[config.mk]
export PLATFORM = sky130hd
export DESIGN_NAME = ex_muldiv
export DESIGN_NICKNAME = d
export VERILOG_FILES = /design/src/rtl/gemini_muldiv_pkg.sv /design/src/rtl/muldiv_div_step.sv /design/src/rtl/ex_muldiv.sv
export SDC_FILE = /design/constraint.sdc
export NUM_CORES = 1
export LEC_CHECK = 0
export CAP_MARGIN = 40
export CORE_MARGIN = 8
export CORE_UTILIZATION = 64
export DETAILED_ROUTE_END_ITERATION = 16
export HOLD_SLACK_MARGIN = 0.15
export PLACE_DENSITY_LB_ADDON = 0.3
export SLEW_MARGIN = 15
export SYNTH_ARGS = -nofsm -noshare
export SYNTH_HDL_FRONTEND = slang
export SYNTH_SLANG_ARGS = --single-unit
export TNS_END_PERCENT = 10
[constraint.sdc]
create_clock -name clk -period 4.7 [get_ports clk]
set_input_delay 1.41 -clock clk [delete_from_list [all_inputs] [get_ports clk]]
set_output_delay 1.41 -clock clk [all_outputs]
set_load 0.02 [all_outputs]
[src/rtl/gemini_muldiv_pkg.sv]
// -----------------------------------------------------------------------------
// gemini_muldiv_pkg
// Shared definitions for the EX-stage multiply/divide unit: operation codes,
// FSM state encoding, datapath widths and small operand helpers.
// -----------------------------------------------------------------------------
package gemini_muldiv_pkg;

  localparam int DATA_W = 32;
  localparam int ITER_N = 32;
  localparam int CNT_W  = 6;

  localparam logic [CNT_W-1:0] CNT_ZERO = 6'd0;
  localparam logic [CNT_W-1:0] CNT_ONE  = 6'd1;
  // Counter value during the final radix-2 step
  localparam logic [CNT_W-1:0] CNT_LAST = CNT_W'(ITER_N - 1);

  typedef enum logic [1:0] {
    OP_MULT  = 2'd0,
    OP_MULTU = 2'd1,
    OP_DIV   = 2'd2,
    OP_DIVU  = 2'd3
  } op_e;

  typedef enum logic [1:0] {
    ST_IDLE = 2'd0,
    ST_BUSY = 2'd1,
    ST_FIX  = 2'd2,
    ST_DONE = 2'd3
  } state_e;

  function automatic logic op_is_div(input logic [1:0] op);
    return op[1];
  endfunction

  function automatic logic op_is_signed(input logic [1:0] op);
    return ~op[0];
  endfunction

  // Magnitude for signed ops; 32'h80000000 maps to itself, read as unsigned.
  function automatic logic [DATA_W-1:0] op_magnitude(input logic [DATA_W-1:0] v,
                                                     input logic use_sign);
    return (use_sign && v[DATA_W-1]) ? -v : v;
  endfunction

endpackage

[src/rtl/muldiv_div_step.sv]
// -----------------------------------------------------------------------------
// muldiv_div_step
// One combinational restoring-divide step: shift the next dividend bit into
// the partial remainder, trial-subtract the divisor, and shift the resulting
// quotient bit into the low end of the dividend/quotient word.
// Ports:
//   rem      - current partial remainder
//   quo      - dividend bits not yet consumed (MSB next) / quotient so far
//   divisor  - divisor magnitude
//   rem_next - updated partial remainder
//   quo_next - quo shifted left with the new quotient bit
// -----------------------------------------------------------------------------
module muldiv_div_step
  import gemini_muldiv_pkg::*;
(
  input  logic [DATA_W-1:0] rem,
  input  logic [DATA_W-1:0] quo,
  input  logic [DATA_W-1:0] divisor,
  output logic [DATA_W-1:0] rem_next,
  output logic [DATA_W-1:0] quo_next
);

  logic [DATA_W:0]   shifted_s;
  logic [DATA_W-1:0] diff_s;

  // Trial subtraction; when it fits, the true difference is below 2^32 so the
  // low word of the modular difference is exact.
  always_comb begin
    shifted_s = {rem, quo[DATA_W-1]};
    diff_s    = shifted_s[DATA_W-1:0] - divisor;
    if (shifted_s >= {1'b0, divisor}) begin
      rem_next = diff_s;
      quo_next = {quo[DATA_W-2:0], 1'b1};
    end else begin
      rem_next = shifted_s[DATA_W-1:0];
      quo_next = {quo[DATA_W-2:0], 1'b0};
    end
  end

endmodule

[src/rtl/ex_muldiv.sv]
// -----------------------------------------------------------------------------
// ex_muldiv
// EX-stage multiply/divide unit for MULT, MULTU, DIV and DIVU. Iterative
// radix-2 datapath (shift-add multiply, restoring divide) with signs applied
// in a final FIX cycle. hi/lo are written only when entering DONE.
// Optional build macro MULDIV_FAST_MUL_EN: multiplies complete in a single
// cycle (IDLE straight to DONE); divides keep the iterative path.
// Ports:
//   clk             - rising-edge clock
//   rst             - asynchronous active-low reset
//   exception_flush - abort any operation in progress
//   start           - operation request (sampled in IDLE only)
//   op              - 0=MULT 1=MULTU 2=DIV 3=DIVU
//   src_a, src_b    - multiplicand/dividend, multiplier/divisor
//   stall_req       - hold ID2/EX and earlier stages
//   done            - one-cycle pulse, hi/lo valid
//   hi, lo          - result registers
// -----------------------------------------------------------------------------
module ex_muldiv
  import gemini_muldiv_pkg::*;
(
  input  logic              clk,
  input  logic              rst,
  input  logic              exception_flush,
  input  logic              start,
  input  logic [1:0]        op,
  input  logic [DATA_W-1:0] src_a,
  input  logic [DATA_W-1:0] src_b,
  output logic              stall_req,
  output logic              done,
  output logic [DATA_W-1:0] hi,
  output logic [DATA_W-1:0] lo
);

  state_e              state_r;
  state_e              state_n_s;
  logic [CNT_W-1:0]    cnt_r;
  logic [1:0]          op_r;
  logic                sign_a_r;
  logic                sign_b_r;
  logic [DATA_W-1:0]   b_r;
  // Multiply: {accumulator, multiplier}. Divide: {remainder, dividend/quotient}.
  logic [2*DATA_W-1:0] p_r;
  logic [2*DATA_W-1:0] p_step_s;
  logic [DATA_W:0]     mul_sum_s;
  logic [DATA_W-1:0]   rem_step_s;
  logic [DATA_W-1:0]   quo_step_s;
  logic [2*DATA_W-1:0] prod_fix_s;
  logic [DATA_W-1:0]   quo_fix_s;
  logic [DATA_W-1:0]   rem_fix_s;
  logic [DATA_W-1:0]   hi_n_s;
  logic [DATA_W-1:0]   lo_n_s;
  logic                load_res_s;
  logic                stall_s;
  logic [DATA_W-1:0]   hi_r;
  logic [DATA_W-1:0]   lo_r;
  logic                done_r;

`ifdef MULDIV_FAST_MUL_EN
  logic [2*DATA_W-1:0] fast_prod_s;
  logic                fast_sa_s;
  logic                fast_sb_s;

  // Single-cycle product from the raw request operands
  always_comb begin
    fast_sa_s   = src_a[DATA_W-1] & op_is_signed(op);
    fast_sb_s   = src_b[DATA_W-1] & op_is_signed(op);
    fast_prod_s = {{DATA_W{fast_sa_s}}, src_a} * {{DATA_W{fast_sb_s}}, src_b};
  end
`endif

  muldiv_div_step u_div_step (
    .rem      (p_r[2*DATA_W-1:DATA_W]),
    .quo      (p_r[DATA_W-1:0]),
    .divisor  (b_r),
    .rem_next (rem_step_s),
    .quo_next (quo_step_s)
  );

  // FSM state register
  always_ff @(posedge clk or negedge rst) begin
    if (!rst) begin
      state_r <= ST_IDLE;
    end else begin
      state_r <= state_n_s;
    end
  end

  // FSM next-state logic; flush overrides everything
  always_comb begin
    state_n_s = state_r;
    if (exception_flush) begin
      state_n_s = ST_IDLE;
    end else begin
      case (state_r)
        ST_IDLE: begin
          if (start) begin
`ifdef MULDIV_FAST_MUL_EN
            if (op_is_div(op)) begin
              state_n_s = ST_BUSY;
            end else begin
              state_n_s = ST_DONE;
            end
`else
            state_n_s = ST_BUSY;
`endif
          end else begin
            state_n_s = ST_IDLE;
          end
        end
        ST_BUSY: begin
          if (cnt_r == CNT_LAST) begin
            state_n_s = ST_FIX;
          end else begin
            state_n_s = ST_BUSY;
          end
        end
        ST_FIX:  state_n_s = ST_DONE;
        ST_DONE: state_n_s = ST_IDLE;
        default: state_n_s = ST_IDLE;
      endcase
    end
  end

  // FSM outputs: stall from the request cycle until FIX; nothing while in reset
  always_comb begin
    case (state_r)
      ST_IDLE: stall_s = start & ~exception_flush;
      ST_BUSY: stall_s = 1'b1;
      ST_FIX:  stall_s = 1'b1;
      default: stall_s = 1'b0;
    endcase
    stall_req  = rst & stall_s;
    load_res_s = (state_n_s == ST_DONE);
  end

  // One radix-2 iteration of whichever algorithm the captured op selects
  always_comb begin
    mul_sum_s = {1'b0, p_r[2*DATA_W-1:DATA_W]} +
                (p_r[0] ? {1'b0, b_r} : {(DATA_W+1){1'b0}});
    if (op_is_div(op_r)) begin
      p_step_s = {rem_step_s, quo_step_s};
    end else begin
      p_step_s = {mul_sum_s, p_r[DATA_W-1:1]};
    end
  end

  // Sign correction: product/quotient negated on differing signs,
  // remainder follows the dividend
  always_comb begin
    if (op_is_signed(op_r) && (sign_a_r ^ sign_b_r)) begin
      prod_fix_s = -p_r;
      quo_fix_s  = -p_r[DATA_W-1:0];
    end else begin
      prod_fix_s = p_r;
      quo_fix_s  = p_r[DATA_W-1:0];
    end
    if (op_is_signed(op_r) && sign_a_r) begin
      rem_fix_s = -p_r[2*DATA_W-1:DATA_W];
    end else begin
      rem_fix_s = p_r[2*DATA_W-1:DATA_W];
    end
  end

  // Value loaded into hi/lo on entry to DONE
  always_comb begin
    hi_n_s = hi_r;
    lo_n_s = lo_r;
`ifdef MULDIV_FAST_MUL_EN
    if (state_r == ST_IDLE) begin
      {hi_n_s, lo_n_s} = fast_prod_s;
    end else if (op_is_div(op_r)) begin
      hi_n_s = rem_fix_s;
      lo_n_s = quo_fix_s;
    end else begin
      {hi_n_s, lo_n_s} = prod_fix_s;
    end
`else
    if (op_is_div(op_r)) begin
      hi_n_s = rem_fix_s;
      lo_n_s = quo_fix_s;
    end else begin
      {hi_n_s, lo_n_s} = prod_fix_s;
    end
`endif
  end

  // Operand capture in IDLE and iteration in BUSY
  always_ff @(posedge clk or negedge rst) begin
    if (!rst) begin
      cnt_r    <= CNT_ZERO;
      op_r     <= 2'd0;
      sign_a_r <= 1'b0;
      sign_b_r <= 1'b0;
      b_r      <= {DATA_W{1'b0}};
      p_r      <= {(2*DATA_W){1'b0}};
    end else begin
      case (state_r)
        ST_IDLE: begin
          if (start && !exception_flush) begin
            op_r     <= op;
            sign_a_r <= src_a[DATA_W-1];
            sign_b_r <= src_b[DATA_W-1];
            b_r      <= op_magnitude(src_b, op_is_signed(op));
            p_r      <= {{DATA_W{1'b0}}, op_magnitude(src_a, op_is_signed(op))};
            cnt_r    <= CNT_ZERO;
          end
        end
        ST_BUSY: begin
          p_r   <= p_step_s;
          cnt_r <= cnt_r + CNT_ONE;
        end
        default: begin
          cnt_r <= cnt_r;
        end
      endcase
    end
  end

  // Result registers and done pulse, written only when entering DONE
  always_ff @(posedge clk or negedge rst) begin
    if (!rst) begin
      hi_r   <= {DATA_W{1'b0}};
      lo_r   <= {DATA_W{1'b0}};
      done_r <= 1'b0;
    end else begin
      done_r <= load_res_s;
      if (load_res_s) begin
        hi_r <= hi_n_s;
        lo_r <= lo_n_s;
      end
    end
  end

  assign hi   = hi_r;
  assign lo   = lo_r;
  assign done = done_r;

endmodule

==> run summary <==
status = complete, no violations
CP Capture Type = output port
yosys warns = 0
post-cts sizing count = 0
slack of the critical path = 0.350 ns
HP Start = lo[21]
Initial Util = 64.9%
Buffers & Inverters on Critical Path = 2
clock slew seen by the registers of the worst setup and hold paths = 0.08 ns
slew at the pin with the worst max-slew slack = 0.836 ns
r2r worst-path depth = 13
Hold Vio Cnt, Final = 0
core region area = 21800 sq um
Post-Place Cells = 2154
vias in the first global route = 12900
CP top delay family = buffers and inverters
Detailed Place HPWL = 32.7 mm
Clock Tree Root = clkbuf_16
worst hold stages = 2
CP startpoint kind = primary input
clk_skew = 0.0185 ns
initial DRC count = 1398
syn_area_per_cell = 7.81 sq um
ys flop type = dfrtp_1
EDFF count, synth = 0
fin nets = 2037
final wirelength = 42.6 mm
DR vias = 13800
final setup violation count = 0
Slowest cell on crit path = clkdlybuf4s50_1
commonest non-fill, non-tap cells in the layout = nand2_1, o21ai_0, dfrtp_1
number of buffers added for setup after CTS = 0
IO Port Bufs = 135
maximum fanout along the worst path = 2
final worst path period need = 4.35 ns
Min-Delay Endpoint = lo[21]
CTS tree = yes
Syn-to-layout area delta = 15.6%
Lkg Pwr = 0.00719 uW
Req. time, crit path = 3.29 ns
commonest non-fill, non-tap cell in the layout = nand2_1
Worst R2R Setup Slack = 0.76 ns
Highest Clock Rate = 230 MHz
Ports = 136
vias per cell = 6.33
CP max stage delay = 0.63 ns
post-cts hold buffer count = 0
htree depth = 4
Max-cap violations = 0
Synth Register Bits = 173
synthesized cell area = 14100 sq um
largest net degree at the start of global routing = 137
row count = 54
Post-route DRC = 0
first-pass GRT wire length = 67.5 mm
max-slew violation count = 0
die width = 165 um
Cell Pwr Density = 410 nW/um^2
DRT Pass-1 Iters = 6
asr flop ratio synth = 100%
Yosys cell types = 74
WS Path Type = in2out
chip height = 165 um
CP arrival = 2.94 ns
Num CTS Buffers = 17
post-synthesis sequential area ratio = 30.7%
RSZ-0062 raised after global routing = no
RR Startpoint = p_r[0]
# fillers = 1694
peak supply drop = 0.261 mV
Syn Nets = 1952
setup tns final = 0 ns
GP Congestion = 0.993
RR Endpoint = p_r[63]
ANT cells = 0
layout cells sized above 1 = 5.04%
GRT Util Overall = 31.3%
Final Cycle Share = 92.6%
Max clock buf depth = 2
Worst slew margin = 42.8%
pre-CTS setup slack = 0.336 ns
WL/cell = 19.5 um
HP Class = reg2reg
Post-Layout Cell Count = 2186
die area = 27100 sq um
antenna violations before repair = 0
Post-DRT Antenna Nets = 0
GR Overflow Total = 0
CP cell instances = clkdlybuf4s50_1 -> nand2_1 -> nor2_1 -> nor2_1 -> nor3b_1 -> clkdlybuf4s50_1
CTS sink cnt = 173
Mapped Cells = 1808
Clock Latency Late Sink = 0.44 ns
per-layer routing:
layer  global-route usage (%)  vias up  routed length (um)  share of wire [%]
met2                     48.6      711               18800                 44
met3                     6.80       81                4500                 11
met1                     43.5     6483               18400                 43
li1                         -     6570                   -                  -
met4                     8.07        0                 898                2.1
met5                        0        -                   0                  0
how the worst max path moves through the flow:
stage | from | to | depth (start not counted)
2_1_floorplan | start | stall_req | 4
3_3_place_gp | start | stall_req | 6
3_5_place_dp | start | stall_req | 6
4_1_cts | start | stall_req | 6
5_1_grt | start | stall_req | 6
6_report | start | stall_req | 6
worst min-delay path, delay by kind of cell (launching register included):
kind,cells,cell delay (ns)
AOI/OAI and AO/OA,1,0.06
DFF,1,0.35
and+or+nand+nor,1,0.04
final cells by class:
cell class	instances	area, sq um	share of cell area, %
clock buffer	17	425	2.61
clock inverter	15	215	1.32
inverter	65	244	1.49
multi-input combinational	1476	9200	56.3
sequential	173	4330	26.5
tap	280	350	2.15
timing repair buffer	160	1560	9.56
logic make-up (layout without fill, tap and decap cells):
kind of cell / after synthesis / count (layout) / share of synthesized area (%)
AO/OA/AOI/OAI: 570 / 570 / 24.4
buffers and inverters: 159 / 257 / 4.35
flip-flops: 173 / 173 / 30.7
XOR/XNOR: 176 / 176 / 10.9
AND/OR/NAND/NOR: 604 / 604 / 19.3
multiplexers: 52 / 52 / 3.71
adder cells (fa/ha/maj): 74 / 74 / 6.67
stage by stage:
step	instance area [sq um]	total power, uW	hold WS [ns]	util (%)
after floorplan	14100	4160	0.450	-
after CTS	16300	6610	0.489	75.0
after global placement	15700	5010	0.460	72.0
after detailed placement	15700	5080	0.470	72.1
after global routing	16300	7080	0.506	75.0
final	16300	6680	0.482	75.0
state kept, by name, summed over array words and instances, names as in the netlist:
signal    flops
p_r          64
b_r          32
hi           32
lo           32
cnt_r         6
op_r          2
state_r       2
done          1
sign_a_r      1
sign_b_r      1
synthesized netlist by cell type (4+ instances only):
library cell / count / area share [%]
xor2_1: 83 / 5.2
a21boi_0: 4 / 0.21
a32o_1: 7 / 0.50
a21oi_1: 133 / 4.7
a22oi_1: 8 / 0.43
or2_2: 6 / 0.27
o211ai_1: 24 / 1.3
o31ai_1: 21 / 1.1
a31o_2: 4 / 0.25
nand2_1: 277 / 7.4
o21ai_0: 231 / 8.2
a2111oi_0: 5 / 0.31
and2_1: 6 / 0.27
buf_2: 8 / 0.28
or4_1: 5 / 0.27
nand4_1: 14 / 0.62
or3_1: 10 / 0.44
clkbuf_1: 73 / 1.9
nor2_1: 158 / 4.2
ha_1: 72 / 6.4
dfrtp_1: 173 / 31
a41oi_1: 4 / 0.25
buf_1: 11 / 0.29
inv_1: 64 / 1.7
a21o_1: 24 / 1.3
and4_1: 4 / 0.25
a22o_1: 6 / 0.37
o21a_1: 12 / 0.64
o41ai_1: 9 / 0.56
nor4_1: 15 / 0.66
nand3_1: 16 / 0.57
a211oi_1: 6 / 0.32
o21bai_1: 10 / 0.53
nor3_1: 32 / 1.1
nand2b_1: 18 / 0.80
and3_1: 11 / 0.49
nor2b_1: 14 / 0.62
o21ai_1: 13 / 0.46
o31a_1: 4 / 0.25
xnor2_1: 93 / 5.8
mux2i_1: 49 / 3.5
a31oi_1: 16 / 0.71
o221ai_1: 5 / 0.31
power breakdown:
group          switching, uW  internal (uW)
Sequential               350           1690
Combinational           1880           1240
Clock                    743            781
(Power assumes the default switching activity.)
